==> src/rtl/pmp_seq_checker_pkg.sv <==
// +------------------------------------------------------------------+
// | pmp_seq_checker_pkg: shared types and helpers for the PMP checker |
// | Rev 1.0                                                           |
// +------------------------------------------------------------------+
`default_nettype none

package pmp_seq_checker_pkg;

  // pmpcfg address-matching modes (A field, bits [4:3])
  localparam logic [1:0] ADR_OFF   = 2'b00;
  localparam logic [1:0] ADR_TOR   = 2'b01;
  localparam logic [1:0] ADR_NA4   = 2'b10;
  localparam logic [1:0] ADR_NAPOT = 2'b11;

  localparam int CFG_R = 0;
  localparam int CFG_W = 1;
  localparam int CFG_X = 2;
  localparam int CFG_L = 7;

  typedef enum logic [1:0] {
    ACC_READ  = 2'b00,
    ACC_WRITE = 2'b01,
    ACC_EXEC  = 2'b10,
    ACC_RSVD  = 2'b11
  } acc_type_e;

  typedef enum logic [1:0] {
    ST_IDLE = 2'b00,
    ST_SCAN = 2'b01,
    ST_RESP = 2'b10
  } state_e;

  // Reserved access type falls through to the read permission.
  function automatic logic perm_ok(input logic [7:0] cfg, input acc_type_e acc);
    logic ok;
    case (acc)
      ACC_WRITE: ok = cfg[CFG_W];
      ACC_EXEC:  ok = cfg[CFG_X];
      default:   ok = cfg[CFG_R];
    endcase
    return ok;
  endfunction

endpackage

`default_nettype wire

==> src/rtl/pmp_seq_checker_adrdec.sv <==
// +------------------------------------------------------------------+
// | pmp_seq_checker_adrdec: single-entry PMP address decoder          |
// | (pmpadrdec) with TOR lower-bound chaining. Rev 1.0                |
// +------------------------------------------------------------------+
`default_nettype none

module pmp_seq_checker_adrdec
  import pmp_seq_checker_pkg::*;
#(
  parameter int PA_BITS = 56,
  parameter int XLEN    = 64
) (
  input  logic [PA_BITS-1:0] pa,
  input  logic [1:0]         size,
  input  logic [1:0]         mode,
  input  logic [XLEN-1:0]    adr,
  input  logic               ge_in,
  output logic               ge_out,
  output logic               match
);

  logic [PA_BITS-1:0] w_base;
  logic [PA_BITS-1:0] w_mask;
  logic               w_lt;
  logic               w_napot;
  logic               w_na4;
  logic               w_run;
  logic               w_na_match;

  assign w_base  = {adr[PA_BITS-3:0], 2'b00};
  assign w_lt    = (pa < w_base);
  assign ge_out  = ~w_lt;
  assign w_napot = (mode == ADR_NAPOT);
  assign w_na4   = (mode == ADR_NA4);

  // NAPOT mask grows through the run of trailing ones in pmpaddr; an
  // 8-byte access against NA4 ignores PA bit 2 (doubleword granularity).
  always_comb begin
    w_mask      = '0;
    w_run       = 1'b1;
    w_mask[1:0] = 2'b11;
    w_mask[2]   = w_napot | (w_na4 & (size == 2'd3));
    for (int i = 3; i < PA_BITS; i++) begin
      w_run     = w_run & adr[i-3];
      w_mask[i] = w_napot & w_run;
    end
  end

  assign w_na_match = (((pa ^ w_base) & ~w_mask) == '0);

  always_comb begin
    case (mode)
      ADR_TOR:   match = ge_in & w_lt;
      ADR_NA4:   match = w_na_match;
      ADR_NAPOT: match = w_na_match;
      default:   match = 1'b0;
    endcase
  end

  generate
    if (XLEN > PA_BITS - 2) begin : g_unused_hi
      logic w_unused_adr;
      assign w_unused_adr = ^adr[XLEN-1:PA_BITS-2];
    end
  endgenerate

endmodule

`default_nettype wire

==> config.mk <==
export PLATFORM = sky130hd
export DESIGN_NAME = pmp_seq_checker_adrdec
export DESIGN_NICKNAME = d
export VERILOG_FILES = /design/src/rtl/pmp_seq_checker_pkg.sv /design/src/rtl/pmp_seq_checker_adrdec.sv
export SDC_FILE = /design/constraint.sdc
export NUM_CORES = 1
export LEC_CHECK = 0
export ABC_AREA = 1
export BUFFER_PORTS_ARGS = -buffer_cell sky130_fd_sc_hd__buf_4
export CAP_MARGIN = 15
export CORE_MARGIN = 2
export CORE_UTILIZATION = 51
export DETAILED_ROUTE_END_ITERATION = 8
export GPL_TIMING_DRIVEN = 0
export PLACE_DENSITY_LB_ADDON = 0.3
export REMOVE_ABC_BUFFERS = 1
export SYNTH_ARGS = -nofsm -noshare
export SYNTH_HDL_FRONTEND = slang
export SYNTH_SLANG_ARGS = --single-unit
export TNS_END_PERCENT = 20
==> constraint.sdc <==
create_clock -name vclk -period 7.6
set_clock_uncertainty 0.2 [all_clocks]
set_input_delay 1.52 -clock vclk [all_inputs]
set_output_delay 1.52 -clock vclk [all_outputs]
set_load 0.02 [all_outputs]
* After elaboration in Yosys (flattened, before gate mapping)
Cells that the tools add are included.
** Storage, ports and cells
- Memory bits (read-only) :: 0
- Memories :: 0
- Bits in latches :: 0
- Register bits :: 0
- Word-level logic and storage cells :: 120
- Bits in writable memories :: 0
- Output and inout port bits :: 2
- Input bits :: 125
** Operators by class
- Divide/modulo/power cells :: 0
- Reduce and logical (&&, ||, !) cells :: 2
- Shift-type cells :: 0
- Equal/unequal tests :: 4
- Multiplexer cells :: 1
- Bitwise operators :: 112
- Multiply operators :: 0
- Magnitude comparators :: 1
- Add/subtract/negate cells :: 0
** Operators with widths (count)
- $and A1 B1 Y1 :: 107
- $and A56 B56 Y56 :: 1
- $logic_not A56 Y1 :: 1
- $lt A56 B56 Y1 :: 1
- $not A56 Y56 :: 1
- $xor A56 B56 Y56 :: 1
- $eq A2 B2 Y1 const B :: 3
- $eq A2 B1 Y1 const B :: 1
- $pmux W1 S2 :: 1
- $reduce_or A2 Y1 :: 1
- $not A1 Y1 :: 1
- $or A1 B1 Y1 :: 1

* Longest topological paths before layout
Gate-level depths: netlist of run 1.
- Word-level depth :: 57
- Mapped depth :: 26
- Gate-level depth less buffers :: 26

* Least setup slack after synthesis of run 1
Ideal clock, no wire load.
- Path type :: input to output
- Start :: input adr[2]
- End :: output match
- Required time :: 5880 ps
- Path slack :: 2194 ps
- Arrival time :: 3686 ps
- Cell stages on the path :: 22
- Cell sequence :: nand2_1 > nor2_1 > nand2_1 > nor2_4 > nand4_2 > nor3_2 > nand4_2 > nor2_2 > nand4_2 > nor2_2 > nand4_2 > nor2_2 > nand4_2 > nor2_2 > nand4_2 > nor2_2 > inv_2 > nand2_1 > inv_1 > nor2_1 > nand4_1 > nand2_1
** Between the ends
- Longest elaborated chain between the ends :: 56
- Elaborated cells between the ends (all ways) :: 109
- Those cells by class :: order compare: 1; mux: 1; bitwise: 106; reduce/logical: 1
** Ends and longest elaborated chain
- start, declared :: line pmp_seq_checker_adrdec.sv:16 : input logic [XLEN-1:0] adr,
- $and A1 B1 Y1 (51 in a row) :: line pmp_seq_checker_adrdec.sv:44 : w_run = w_run & adr[i-3];
- $and A1 B1 Y1 :: line pmp_seq_checker_adrdec.sv:45 : w_mask[i] = w_napot & w_run;
- $not A56 Y56 :: line pmp_seq_checker_adrdec.sv:49 : assign w_na_match = (((pa ^ w_base) & ~w_mask) == '0);
- $and A56 B56 Y56 :: line pmp_seq_checker_adrdec.sv:49
- $logic_not A56 Y1 :: line pmp_seq_checker_adrdec.sv:49
- $pmux W1 S2 * :: line pmp_seq_checker_adrdec.sv:52 : case (mode)
- end, declared :: line pmp_seq_checker_adrdec.sv:19 : output logic match
Every way passes the cells marked *; elsewhere a longest branch is shown, timed or not.

* Worst setup path in the final report of run 1
- Start :: input adr[8]
- End :: output match
** Between the ends
- Longest elaborated chain between the ends :: 50
- Elaborated cells between the ends (all ways) :: 97
- Those cells by class :: order compare: 1; mux: 1; bitwise: 94; reduce/logical: 1
** Ends and longest elaborated chain (line)
- $and A1 B1 Y1 (45 in a row) :: pmp_seq_checker_adrdec.sv:44
- $and A1 B1 Y1 :: pmp_seq_checker_adrdec.sv:45
- $not A56 Y56 :: pmp_seq_checker_adrdec.sv:49
- $and A56 B56 Y56 :: pmp_seq_checker_adrdec.sv:49
- $logic_not A56 Y1 :: pmp_seq_checker_adrdec.sv:49
- $pmux W1 S2 * :: pmp_seq_checker_adrdec.sv:52
Marks and branches as above.

==> flow_summary.rst, run 1 <==
.. list-table::
   :header-rows: 1

   * - Metric
     - Value
   * - Antenna violations before repair
     - 0
   * - Synth Cell Area
     - 2280 µm²
   * - Count of distinct cell types in the synthesized netlist
     - 26
   * - Final Net Count
     - 705
   * - Number of nets with antenna violations after routing
     - 0
   * - Number of clock buffer instances in the layout
     - 0
   * - Final hold vios
     - 0
   * - Largest family of logic cells by synthesized area
     - simple AND/OR/NAND/NOR gates
   * - Sequential cell count
     - 0
   * - Unrepaired setup endpoints after global routing
     - no
   * - GR Overflow Total
     - 0
   * - Post-CTS repair timing setup buffer count
     - 0
   * - Setup-failing EPs final
     - 0
   * - Most frequent cells after synthesis
     - sky130_fd_sc_hd__inv_1, sky130_fd_sc_hd__nand2_1, sky130_fd_sc_hd__ha_1, sky130_fd_sc_hd__nor2_1, sky130_fd_sc_hd__a21oi_1
   * - Fraction of the mapped netlist area in adder cells
     - between 20% and 30%
   * - Post-detailed-route wirelength per cell
     - between 10 and 15 µm
   * - Global Route Usage Sum
     - about 25%
   * - Hold Path Stages
     - 5
   * - Final-layout setup total negative slack
     - 0 ns
   * - Final critical delay including setup and external delays
     - 5.97 ns
   * - Post-CTS Resized
     - 0
   * - Via count of the first global-routing pass
     - ~2900
   * - # Max-Cap Violations
     - 0
   * - Number of vias in the routed layout
     - 2978
   * - Height of the chip
     - between 70 and 80 µm
   * - Class of the most critical hold timing path
     - in2out
   * - Port Buf Inserts
     - around 120
   * - Post-route setup slack
     - 1.63 ns
   * - Post-synthesis share of cell area spent on xor and xnor gates
     - 0%
   * - Maximum operating frequency
     - about 0.17 GHz
   * - Fraction of layout cells with a size suffix above 1
     - about 25%
   * - Number of remaining DRC errors
     - 0
   * - Leading cell type by number of instances after synthesis
     - sky130_fd_sc_hd__inv_1
   * - Crit path DAT
     - around 4.3 ns
   * - DR pass1 iterations
     - 4
   * - Result of the run
     - complete, no violations
   * - Pin count of the biggest net entering global routing
     - 7
   * - Total routed wire length on the met1 layer
     - approximately 2.7 mm
   * - Total half-perimeter wirelength after legalization and detailed placement
     - around 5.9 mm
   * - Global-route wire length before repair
     - around 11 mm
   * - Area taken by flip-flops and latches
     - 0 µm²
   * - Multiplexer share of the synthesized area
     - 0%
   * - DRT iter0 DRCs
     - approximately 130
   * - Area share of and/or/nand/nor cells after synthesis
     - between 30% and 40%
   * - Biggest area consumer among synthesized cells
     - sky130_fd_sc_hd__ha_1
   * - Initial standard-cell utilization of the core
     - around 53%
   * - Element type at the critical path end
     - primary output
   * - Detailed-routed wire length on met3
     - approximately 470 µm
   * - Startpoint Class
     - primary input
   * - Number of warning messages in the yosys log
     - 0
   * - Syn_area_per_cell
     - approximately 5.6 µm²
   * - Synthesized netlist cell count
     - a little over 400
   * - Via density per instance
     - between 5 and 6
   * - Area contributors post-synth
     - sky130_fd_sc_hd__ha_1, sky130_fd_sc_hd__inv_1, sky130_fd_sc_hd__nand2_1, sky130_fd_sc_hd__nor2_1, sky130_fd_sc_hd__a21oi_1
   * - Count of antenna diodes in the layout
     - 0
   * - Worst setup slack before clock tree synthesis
     - approximately 1.7 ns
   * - Required time reported for the critical path endpoint
     - 5.88 ns
   * - Class of the most critical setup path
     - in2out
   * - Top fanout value on the critical path
     - 6
   * - Leakage power
     - about 2.0 nW
   * - Hold_buf cts
     - 0
   * - Number of primary I/O pins
     - 127
   * - Highest ir drop seen on vdd
     - 0.0269 mV
   * - Final RePlAce weighted congestion
     - roughly 0.93
   * - Tightest slew margin relative to the limit
     - 71.8%
   * - Final worst path period share
     - between 70% and 80%
   * - Area share of the largest cell type after synthesis
     - just under 30%
   * - Pins Over Slew Limit
     - 0
   * - Total wire length after detailed routing
     - ~6.4 mm
   * - Area of the core region
     - ~4300 µm²
   * - Total power per unit cell area
     - 50.6 nW/µm²
   * - Row count
     - 24
   * - Area growth from synthesis to layout
     - 40.7%
   * - Top layer reached by signal wires
     - met4
   * - Compound-Gate Fraction of Synth Area
     - between 10 and 15%
   * - Portion of the post-synthesis area used by sequential elements
     - 0%
   * - Horiz. Die Dim
     - slightly above 70 µm
   * - Worst-Margin Slew
     - 0.419 ns
   * - Routed length on met2
     - about 3.2 mm
   * - Die Area
     - 5020 µm²
-- through the flow --
stage	total power, mW	util (%)	hold WS (ns)	cells	area, µm²
floorplan	0.0864	-	3.05	409	2280
global placement	0.156	74.2	3.24	576	3210
detailed placement	0.161	74.2	3.25	576	3210
CTS	0.162	74.2	3.25	576	3210
global route	0.185	74.2	3.30	576	3210
finish	0.162	74.2	3.25	576	3210
-- cell families (layout without fill, tap and decap cells) --
logic type | Yosys count | after routing
and+or+nand+nor | 192 | 192
buffers and inverters | 106 | 221
adders and majority gates | 54 | 54
AOI/OAI and AO/OA | 57 | 57
-- worst max-delay path: stages --
cell and delay (ns):
sky130_fd_sc_hd__buf_4 0.10, sky130_fd_sc_hd__nand2_1 0.05, sky130_fd_sc_hd__nor2_1 0.13, sky130_fd_sc_hd__nand2_1 0.10
sky130_fd_sc_hd__nor2_4 0.16, sky130_fd_sc_hd__nand4_2 0.13, sky130_fd_sc_hd__nor3_2 0.16, sky130_fd_sc_hd__nand4_2 0.14
sky130_fd_sc_hd__nor2_2 0.12, sky130_fd_sc_hd__nand4_2 0.10, sky130_fd_sc_hd__nor2_2 0.16, sky130_fd_sc_hd__nand4_2 0.12
sky130_fd_sc_hd__nor2_2 0.16, sky130_fd_sc_hd__nand4_2 0.13, sky130_fd_sc_hd__nor2_2 0.16, sky130_fd_sc_hd__nand4_2 0.11
sky130_fd_sc_hd__nor2_2 0.16, sky130_fd_sc_hd__inv_2 0.05, sky130_fd_sc_hd__nand2_1 0.05, sky130_fd_sc_hd__inv_1 0.04
sky130_fd_sc_hd__nor2_1 0.10, sky130_fd_sc_hd__nand4_1 0.09, sky130_fd_sc_hd__nand2_1 0.07, sky130_fd_sc_hd__buf_4 0.13
-- power breakdown --
part / switching [mW] / internal [mW] / leakage, nW
Sequential: 0 / 0 / 0
Clock: 0 / 0 / 0
Combinational: 0.0806 / 0.0818 / 1.98
Total: 0.0806 / 0.0818 / 1.98
-- worst paths after layout --
kind | start | endpoint
worst min-delay path | mode[1] | match
worst max-delay path | adr[8] | match
-- metal layers --
metal	vias to the layer above	track usage, %
met4	0	2.94
met3	4	1.42
met5	-	0
met2	96	48.9
met1	1322	31.1
li1	1556	-
-- layout make-up --
class | count | area, µm²
inverters | 106 | 398
fillers | 390 | 1110
well taps | 52 | 65.1
multi-input cells | 303 | 1880
repair buffers | 115 | 863
-- cell usage in the layout, fill, tap and decap left out, types with 4 or more instances in the layout --
master | Yosys | layout
sky130_fd_sc_hd__a21oi_1 | 27 | 27
sky130_fd_sc_hd__inv_1 | 104 | 104
sky130_fd_sc_hd__ha_1 | 54 | 54
sky130_fd_sc_hd__buf_4 | 0 | 115
sky130_fd_sc_hd__nor2_1 | 47 | 47
sky130_fd_sc_hd__nand4_2 | 6 | 6
sky130_fd_sc_hd__nor4_1 | 4 | 4
sky130_fd_sc_hd__nor3_1 | 5 | 5
sky130_fd_sc_hd__o211ai_1 | 4 | 4
sky130_fd_sc_hd__nor2_2 | 6 | 6
sky130_fd_sc_hd__o21ai_0 | 13 | 13
sky130_fd_sc_hd__nand2_1 | 91 | 91
sky130_fd_sc_hd__nand3_1 | 17 | 17
sky130_fd_sc_hd__nand4_1 | 13 | 13
Note: power is estimated with default switching activity, not from simulation.
==> run 2, diff against run 1 <==
--- a/config.mk
+++ b/config.mk
@@ -9,7 +9,7 @@
 export BUFFER_PORTS_ARGS = -buffer_cell sky130_fd_sc_hd__buf_4
 export CAP_MARGIN = 15
 export CORE_MARGIN = 2
-export CORE_UTILIZATION = 51
+export CORE_UTILIZATION = 48
 export DETAILED_ROUTE_END_ITERATION = 8
 export GPL_TIMING_DRIVEN = 0
 export PLACE_DENSITY_LB_ADDON = 0.3
==> constraint.sdc (replaced) <==
create_clock -name vclk -period 5.5
set_clock_uncertainty 0.2 [all_clocks]
set_input_delay 1.1 -clock vclk [all_inputs]
set_output_delay 1.1 -clock vclk [all_outputs]
set_load 0.02 [all_outputs]
==> flow_summary.rst, run 2 (synthesis results as in run 1) <==
.. list-table::
   :header-rows: 1

   * - Metric
     - Value
   * - Result of the run
     - complete, no violations
   * - Post-CTS Resized
     - 0 (unchanged)
   * - Critical path startpoint
     - mode[0]
   * - Number of vias in the routed layout
     - 2924 (-1.8%)
   * - Final Net Count
     - 705 (unchanged)
   * - Hold Path Stages
     - 5 (unchanged)
   * - Worst-Margin Slew
     - 0.355 ns (-0.0636 ns)
   * - Post-detailed-placement cell area
     - 3210 µm² (about the same)
   * - Pin count of the biggest net entering global routing
     - 7 (unchanged)
   * - Sw Pwr
     - 111 µW (+37%)
   * - GR Overflow Total
     - 0 (unchanged)
   * - Area taken by flip-flops and latches
     - 0 µm² (unchanged)
   * - Tightest slew margin relative to the limit
     - 76.1% (+4.3 points)
   * - Antenna violations before repair
     - 0 (unchanged)
   * - Fraction of power consumed by sequential logic
     - 0% (unchanged)
   * - Number of nets with antenna violations after routing
     - 0 (unchanged)
   * - Sequential cell count
     - 0 (unchanged)
   * - Total power per unit cell area
     - 69.7 nW/µm² (+38%)
   * - Hold_buf cts
     - 0 (unchanged)
   * - Via count of the first global-routing pass
     - 2597 (-9.9%)
   * - Global-route wire length before repair
     - 10.4 mm (-6.0%)
   * - Crit path DAT
     - 3.79 ns (-0.46 ns)
   * - Final-layout setup total negative slack
     - 0 ns (unchanged)
   * - Final hold slack
     - 2.40 ns (-0.848 ns)
   * - # Max-Cap Violations
     - 0 (unchanged)
   * - Combinational share of power
     - 100.0% (about the same)
   * - Hold Crit Endpoint
     - match
   * - Highest ir drop seen on vdd
     - 0.0396 mV (+47%)
   * - Pins Over Slew Limit
     - 0 (unchanged)
   * - Number of clock buffer instances in the layout
     - 0 (unchanged)
   * - Horiz. Die Dim
     - 72.9 µm (+2.9%)
   * - Global Route Usage Sum
     - 23.5% (-1.7 points)
   * - Maximum operating frequency
     - around 0.20 GHz
   * - Final RePlAce weighted congestion
     - 0.874 (-5.6%)
   * - Height of the chip
     - 72.9 µm (+2.9%)
   * - Unrepaired setup endpoints after global routing
     - no
   * - Required time reported for the critical path endpoint
     - 4.20 ns (-1.68 ns)
   * - Port Buf Inserts
     - 115 (unchanged)
   * - Via density per instance
     - 5.06 (-2.2%)
   * - Count of antenna diodes in the layout
     - 0 (unchanged)
   * - Initial standard-cell utilization of the core
     - 48.9% (-3.8 points)
   * - Leading cell type in the layout, fill and taps excluded
     - sky130_fd_sc_hd__buf_4
   * - Leakage power
     - 1.98 nW (unchanged)
   * - Sw Ratio
     - 49.5% (-0.14 points)
   * - Startpoint of the lowest-slack hold path
     - mode[1]
   * - Area growth from synthesis to layout
     - 40.8% (about the same)
   * - Design internal power
     - 113 µW (+38%)
   * - Fraction of layout cells with a size suffix above 1
     - 25.4% (unchanged)
   * - DRT iter0 DRCs
     - 129 (unchanged)
   * - Total wire length after detailed routing
     - 6.32 mm (-1.0%)
   * - Number of primary I/O pins
     - 127 (unchanged)
   * - Class of the most critical hold timing path
     - in2out
   * - Post-detailed-route wirelength per cell
     - 10.9 µm (-1.3%)
   * - Element type at the critical path end
     - primary output
   * - Setup-failing EPs final
     - 0 (unchanged)
   * - Class of the most critical setup path
     - in2out
   * - Final worst path period share
     - around 93%
   * - Final hold vios
     - 0 (unchanged)
   * - Row count
     - 25 (+4.2%)
   * - Area of the core region
     - 4660 µm² (+7.8%)
   * - Startpoint Class
     - primary input
   * - Total half-perimeter wirelength after legalization and detailed placement
     - 5.92 mm (+0.78%)
   * - DR pass1 iterations
     - 4 (unchanged)
   * - Post-CTS repair timing setup buffer count
     - 0 (unchanged)
   * - Post-route design area
     - 3210 µm² (about the same)
   * - Top fanout value on the critical path
     - 5 (-1)
   * - Number of remaining DRC errors
     - 0 (unchanged)
   * - Final critical delay including setup and external delays
     - just over 5 ns
   * - Most used cells in the layout excluding fill and tap cells
     - sky130_fd_sc_hd__buf_4, sky130_fd_sc_hd__inv_1, sky130_fd_sc_hd__nand2_1
   * - Share of power burned in the clock network
     - 0% (unchanged)
   * - Die Area
     - 5320 µm² (+5.9%)
## run 2: worst max-delay path, stage by stage
cell and delay, ns:
sky130_fd_sc_hd__buf_4 0.10, sky130_fd_sc_hd__nand2_1 0.10, sky130_fd_sc_hd__inv_2 0.10, sky130_fd_sc_hd__nand2_1 0.07, sky130_fd_sc_hd__nor2_2 0.14, sky130_fd_sc_hd__nand4_2 0.14
sky130_fd_sc_hd__nor3_2 0.16, sky130_fd_sc_hd__nand4_2 0.14, sky130_fd_sc_hd__nor2_2 0.12, sky130_fd_sc_hd__nand4_2 0.10, sky130_fd_sc_hd__nor2_2 0.15, sky130_fd_sc_hd__nand4_2 0.12
sky130_fd_sc_hd__nor2_2 0.16, sky130_fd_sc_hd__nand4_2 0.12, sky130_fd_sc_hd__nor2_2 0.16, sky130_fd_sc_hd__nand4_2 0.12, sky130_fd_sc_hd__nor2_2 0.16, sky130_fd_sc_hd__inv_2 0.05
sky130_fd_sc_hd__o21ai_0 0.14, sky130_fd_sc_hd__nand4_1 0.11, sky130_fd_sc_hd__nand2_1 0.07, sky130_fd_sc_hd__buf_4 0.13
## run 2: power groups by stage
stage / Combinational (mW) / Clock (mW) / Sequential [mW]
final: 0.224 / 0 / 0
after global placement: 0.216 / 0 / 0
after detailed placement: 0.223 / 0 / 0
after floorplan: 0.119 / 0 / 0
after global routing: 0.255 / 0 / 0
after CTS: 0.225 / 0 / 0
## run 2: routing by layer
layer  wire, µm  vias to the layer above  track usage (%)
met1       2740                     1268             30.1
met4         58                        0             1.65
met2       3100                       93             44.9
met5          0                        -                0
li1           -                     1556                -
met3        425                        7            0.829
## run 2: final cells by class
class                           instances  area (µm²)
Fill cell                             449        1450
Tap cell                               54        67.6
Inverter                              106         398
Multi-Input combinational cell        303        1880
Timing Repair Buffer                  115         863
## run 2: how the worst max path moves through the flow
stage,to,slack (ns),cells after the start
floorplan,match,0.93,22
global placement,match,0.42,28
detailed placement,match,0.42,24
CTS,match,0.41,24
global route,match,0.03,24
finish,match,0.41,22
## run 2: metrics by stage
| stage | setup WS [ns] | std cells | util, % | total power, mW |
|---|---|---|---|---|
| final | 0.412 | 578 | 68.9 | 0.224 |
| after global routing | 0.0343 | 578 | 68.9 | 0.255 |
| after CTS | 0.412 | 578 | 68.9 | 0.225 |
| after detailed placement | 0.417 | 578 | 68.9 | 0.223 |
| after global placement | 0.417 | 578 | 68.9 | 0.216 |
| after floorplan | 0.934 | 409 | - | 0.119 |
==> run 3, diff against run 2 <==
--- a/config.mk
+++ b/config.mk
@@ -8,8 +8,11 @@
 export ABC_AREA = 1
 export BUFFER_PORTS_ARGS = -buffer_cell sky130_fd_sc_hd__buf_4
 export CAP_MARGIN = 15
+export CELL_PAD_IN_SITES_DETAIL_PLACEMENT = 1
+export CELL_PAD_IN_SITES_GLOBAL_PLACEMENT = 1
+export CORE_ASPECT_RATIO = 0.5
 export CORE_MARGIN = 2
-export CORE_UTILIZATION = 48
+export CORE_UTILIZATION = 30
 export DETAILED_ROUTE_END_ITERATION = 8
 export GPL_TIMING_DRIVEN = 0
 export PLACE_DENSITY_LB_ADDON = 0.3
==> flow_summary.rst, run 3 (synthesis results as in run 1) <==
.. list-table::
   :header-rows: 1

   * - Metric
     - Value
   * - Result of the run
     - complete, no violations
   * - Fraction of power consumed by sequential logic
     - 0% (unchanged)
   * - Leakage power
     - 2.03 nW (+2.4%)
   * - Height of the chip
     - 65.7 µm (-10%)
   * - Final RePlAce weighted congestion
     - 0.874 (about the same)
   * - Combinational share of power
     - 100.0% (about the same)
   * - Global-route wire length before repair
     - 12.3 mm (+18%)
   * - Final Net Count
     - 711 (+0.85%)
   * - Top fanout value on the critical path
     - 3 (-2)
   * - Worst setup path endpoint
     - match
   * - Global Route Usage Sum
     - 17.6% (-5.8 points)
   * - Crit path DAT
     - 4.01 ns (+0.22 ns)
   * - Area growth from synthesis to layout
     - 51.6%
   * - Pins Over Slew Limit
     - 0 (unchanged)
   * - Post-route setup slack
     - 0.192 ns (-0.219 ns)
   * - Sequential cell count
     - 0 (unchanged)
   * - Most used cells in the layout excluding fill and tap cells
     - sky130_fd_sc_hd__buf_4, sky130_fd_sc_hd__inv_1, sky130_fd_sc_hd__nand2_1
   * - Fraction of layout cells with a size suffix above 1
     - 28.3% (+2.9 points)
   * - Final worst path period share
     - 96.5% (+4.0 points)
   * - Startpoint Class
     - primary input
   * - Via count of the first global-routing pass
     - 2857 (+10%)
   * - Number of nets with antenna violations after routing
     - 0 (unchanged)
   * - Total power per unit cell area
     - 68.8 nW/µm² (-1.3%)
   * - Required time reported for the critical path endpoint
     - 4.20 ns (about the same)
   * - Number of primary I/O pins
     - 127 (unchanged)
   * - Total wire length after detailed routing
     - 7.78 mm (+23%)
   * - Worst-Margin Slew
     - 0.329 ns (-0.0257 ns)
   * - Area taken by flip-flops and latches
     - 0 µm² (unchanged)
   * - Critical path startpoint
     - adr[13]
   * - Class of the most critical setup path
     - in2out
   * - Port Buf Inserts
     - 115 (unchanged)
   * - Die Area
     - 8360 µm² (+57%)
   * - Area of the core region
     - 7350 µm² (+58%)
   * - Row count
     - 22 (-12%)
   * - Worst setup slack before clock tree synthesis
     - 0.148 ns (-0.269 ns)
   * - GR Overflow Total
     - 0 (unchanged)
   * - # Max-Cap Violations
     - 0 (unchanged)
   * - Pin count of the biggest net entering global routing
     - 7 (unchanged)
   * - Final critical delay including setup and external delays
     - 5.31 ns (+0.219 ns)
   * - Count of antenna diodes in the layout
     - 0 (unchanged)
   * - Number of vias in the routed layout
     - 2961 (+1.3%)
   * - Highest ir drop seen on vdd
     - 0.0271 mV (-32%)
   * - Initial standard-cell utilization of the core
     - 31.0% (-18 points)
   * - Share of power burned in the clock network
     - 0% (unchanged)
   * - Final Total Pwr
     - 238 µW (+6.3%)
   * - FILL cells
     - 1040 (+130%)
   * - Tightest slew margin relative to the limit
     - 77.8% (+1.7 points)
   * - Number of clock buffer instances in the layout
     - 0 (unchanged)
   * - Number of remaining DRC errors
     - 0 (unchanged)
   * - Leading cell type in the layout, fill and taps excluded
     - sky130_fd_sc_hd__buf_4
   * - Hold Path Stages
     - 5 (unchanged)
   * - Sw Pwr
     - 121 µW (+9.2%)
   * - Design internal power
     - 117 µW (+3.5%)
   * - Final hold vios
     - 0 (unchanged)
   * - DR pass1 iterations
     - 4 (unchanged)
   * - DRT iter0 DRCs
     - 73 (-43%)
   * - Class of the most critical hold timing path
     - in2out
   * - Total half-perimeter wirelength after legalization and detailed placement
     - 7.01 mm (+18%)
   * - Antenna violations before repair
     - 0 (unchanged)
   * - Post-detailed-route wirelength per cell
     - 12.4 µm (+14%)
   * - Via density per instance
     - 4.73 (-6.5%)
   * - Sw Ratio
     - 50.8% (+1.3 points)
   * - Setup-failing EPs final
     - 0 (unchanged)
   * - Maximum operating frequency
     - 0.188 GHz (-4.1%)
   * - Horiz. Die Dim
     - 127 µm (+75%)
   * - Element type at the critical path end
     - primary output
run 3: cell types whose count changed in the layout (fill, tap and decap cells not counted), sizes merged:
cell	previous run	this run
buf	115	121
run 3: what timing repair did:
action	CTS	global route
endpoints found under the setup margin	0	1
setup buffers	0	6
gates resized for setup	0	28
hold buffers	0	0
run 3: final cells by class:
cell class / instances / area (µm²) / share of cell area (%)
Timing Repair Buffer: 121 / 916 / 26.5
Tap cell: 96 / 120 / 3.47
Multi-Input combinational cell: 303 / 2020 / 58.5
Inverter: 106 / 398 / 11.5
run 3: how the worst min path moves through the flow:
stage	start	end	slack [ns]
2_1_floorplan	mode[1]	match	2.21
3_3_place_gp	mode[1]	match	2.43
3_5_place_dp	mode[1]	match	2.42
4_1_cts	mode[1]	match	2.42
5_1_grt	mode[1]	match	2.45
6_report	mode[1]	match	2.41
run 3: power groups by stage:
stage,Sequential (mW),Combinational (mW),Clock (mW)
floorplan,0,0.119,0
global placement,0,0.223,0
detailed placement,0,0.229,0
CTS,0,0.230,0
global route,0,0.273,0
finish,0,0.238,0
run 3: per-stage QoR:
stage / cells / hold slack, ns / area, µm² / utilization, % / setup TNS (ns)
2_1_floorplan: 409 / 2.21 / 2280 / - / 0
3_3_place_gp: 620 / 2.43 / 3260 / 44.4 / 0
3_5_place_dp: 620 / 2.42 / 3260 / 44.4 / 0
4_1_cts: 620 / 2.42 / 3260 / 44.4 / 0
5_1_grt: 626 / 2.45 / 3460 / 47.1 / -0.123
6_report: 626 / 2.41 / 3460 / 47.1 / 0
run 3: metal layers:
metal	vias up	part of all wire (%)	GRT usage, %	wire length (µm)
li1	1573	-	-	-
met1	1328	46	23.8	3590
met2	54	49	33.2	3830
met3	6	3.9	0.570	300
met4	0	0.81	0.687	63
met5	-	0	0	0
run 3: worst max-delay path: stages:
cell and delay, ns:
sky130_fd_sc_hd__buf_4 0.10, sky130_fd_sc_hd__inv_1 0.06, sky130_fd_sc_hd__ha_4 0.27, sky130_fd_sc_hd__inv_1 0.05
sky130_fd_sc_hd__nand2_1 0.08, sky130_fd_sc_hd__nand2_1 0.06, sky130_fd_sc_hd__nor2_1 0.08, sky130_fd_sc_hd__nand2_1 0.10
sky130_fd_sc_hd__nor2_1 0.12, sky130_fd_sc_hd__nand3_1 0.09, sky130_fd_sc_hd__nor2_2 0.11, sky130_fd_sc_hd__nand2_1 0.08
sky130_fd_sc_hd__nor2_1 0.11, sky130_fd_sc_hd__nand2_1 0.07, sky130_fd_sc_hd__nor2_2 0.09, sky130_fd_sc_hd__nand4_1 0.17
sky130_fd_sc_hd__nor2_1 0.14, sky130_fd_sc_hd__nand4_1 0.08, sky130_fd_sc_hd__nor2_1 0.11, sky130_fd_sc_hd__nand4_1 0.09
sky130_fd_sc_hd__nor2_1 0.14, sky130_fd_sc_hd__nand4_1 0.09, sky130_fd_sc_hd__nor2_1 0.10, sky130_fd_sc_hd__nand4_1 0.09
sky130_fd_sc_hd__nor2_1 0.11, sky130_fd_sc_hd__nand4_1 0.09, sky130_fd_sc_hd__nand2_1 0.09, sky130_fd_sc_hd__buf_6 0.11
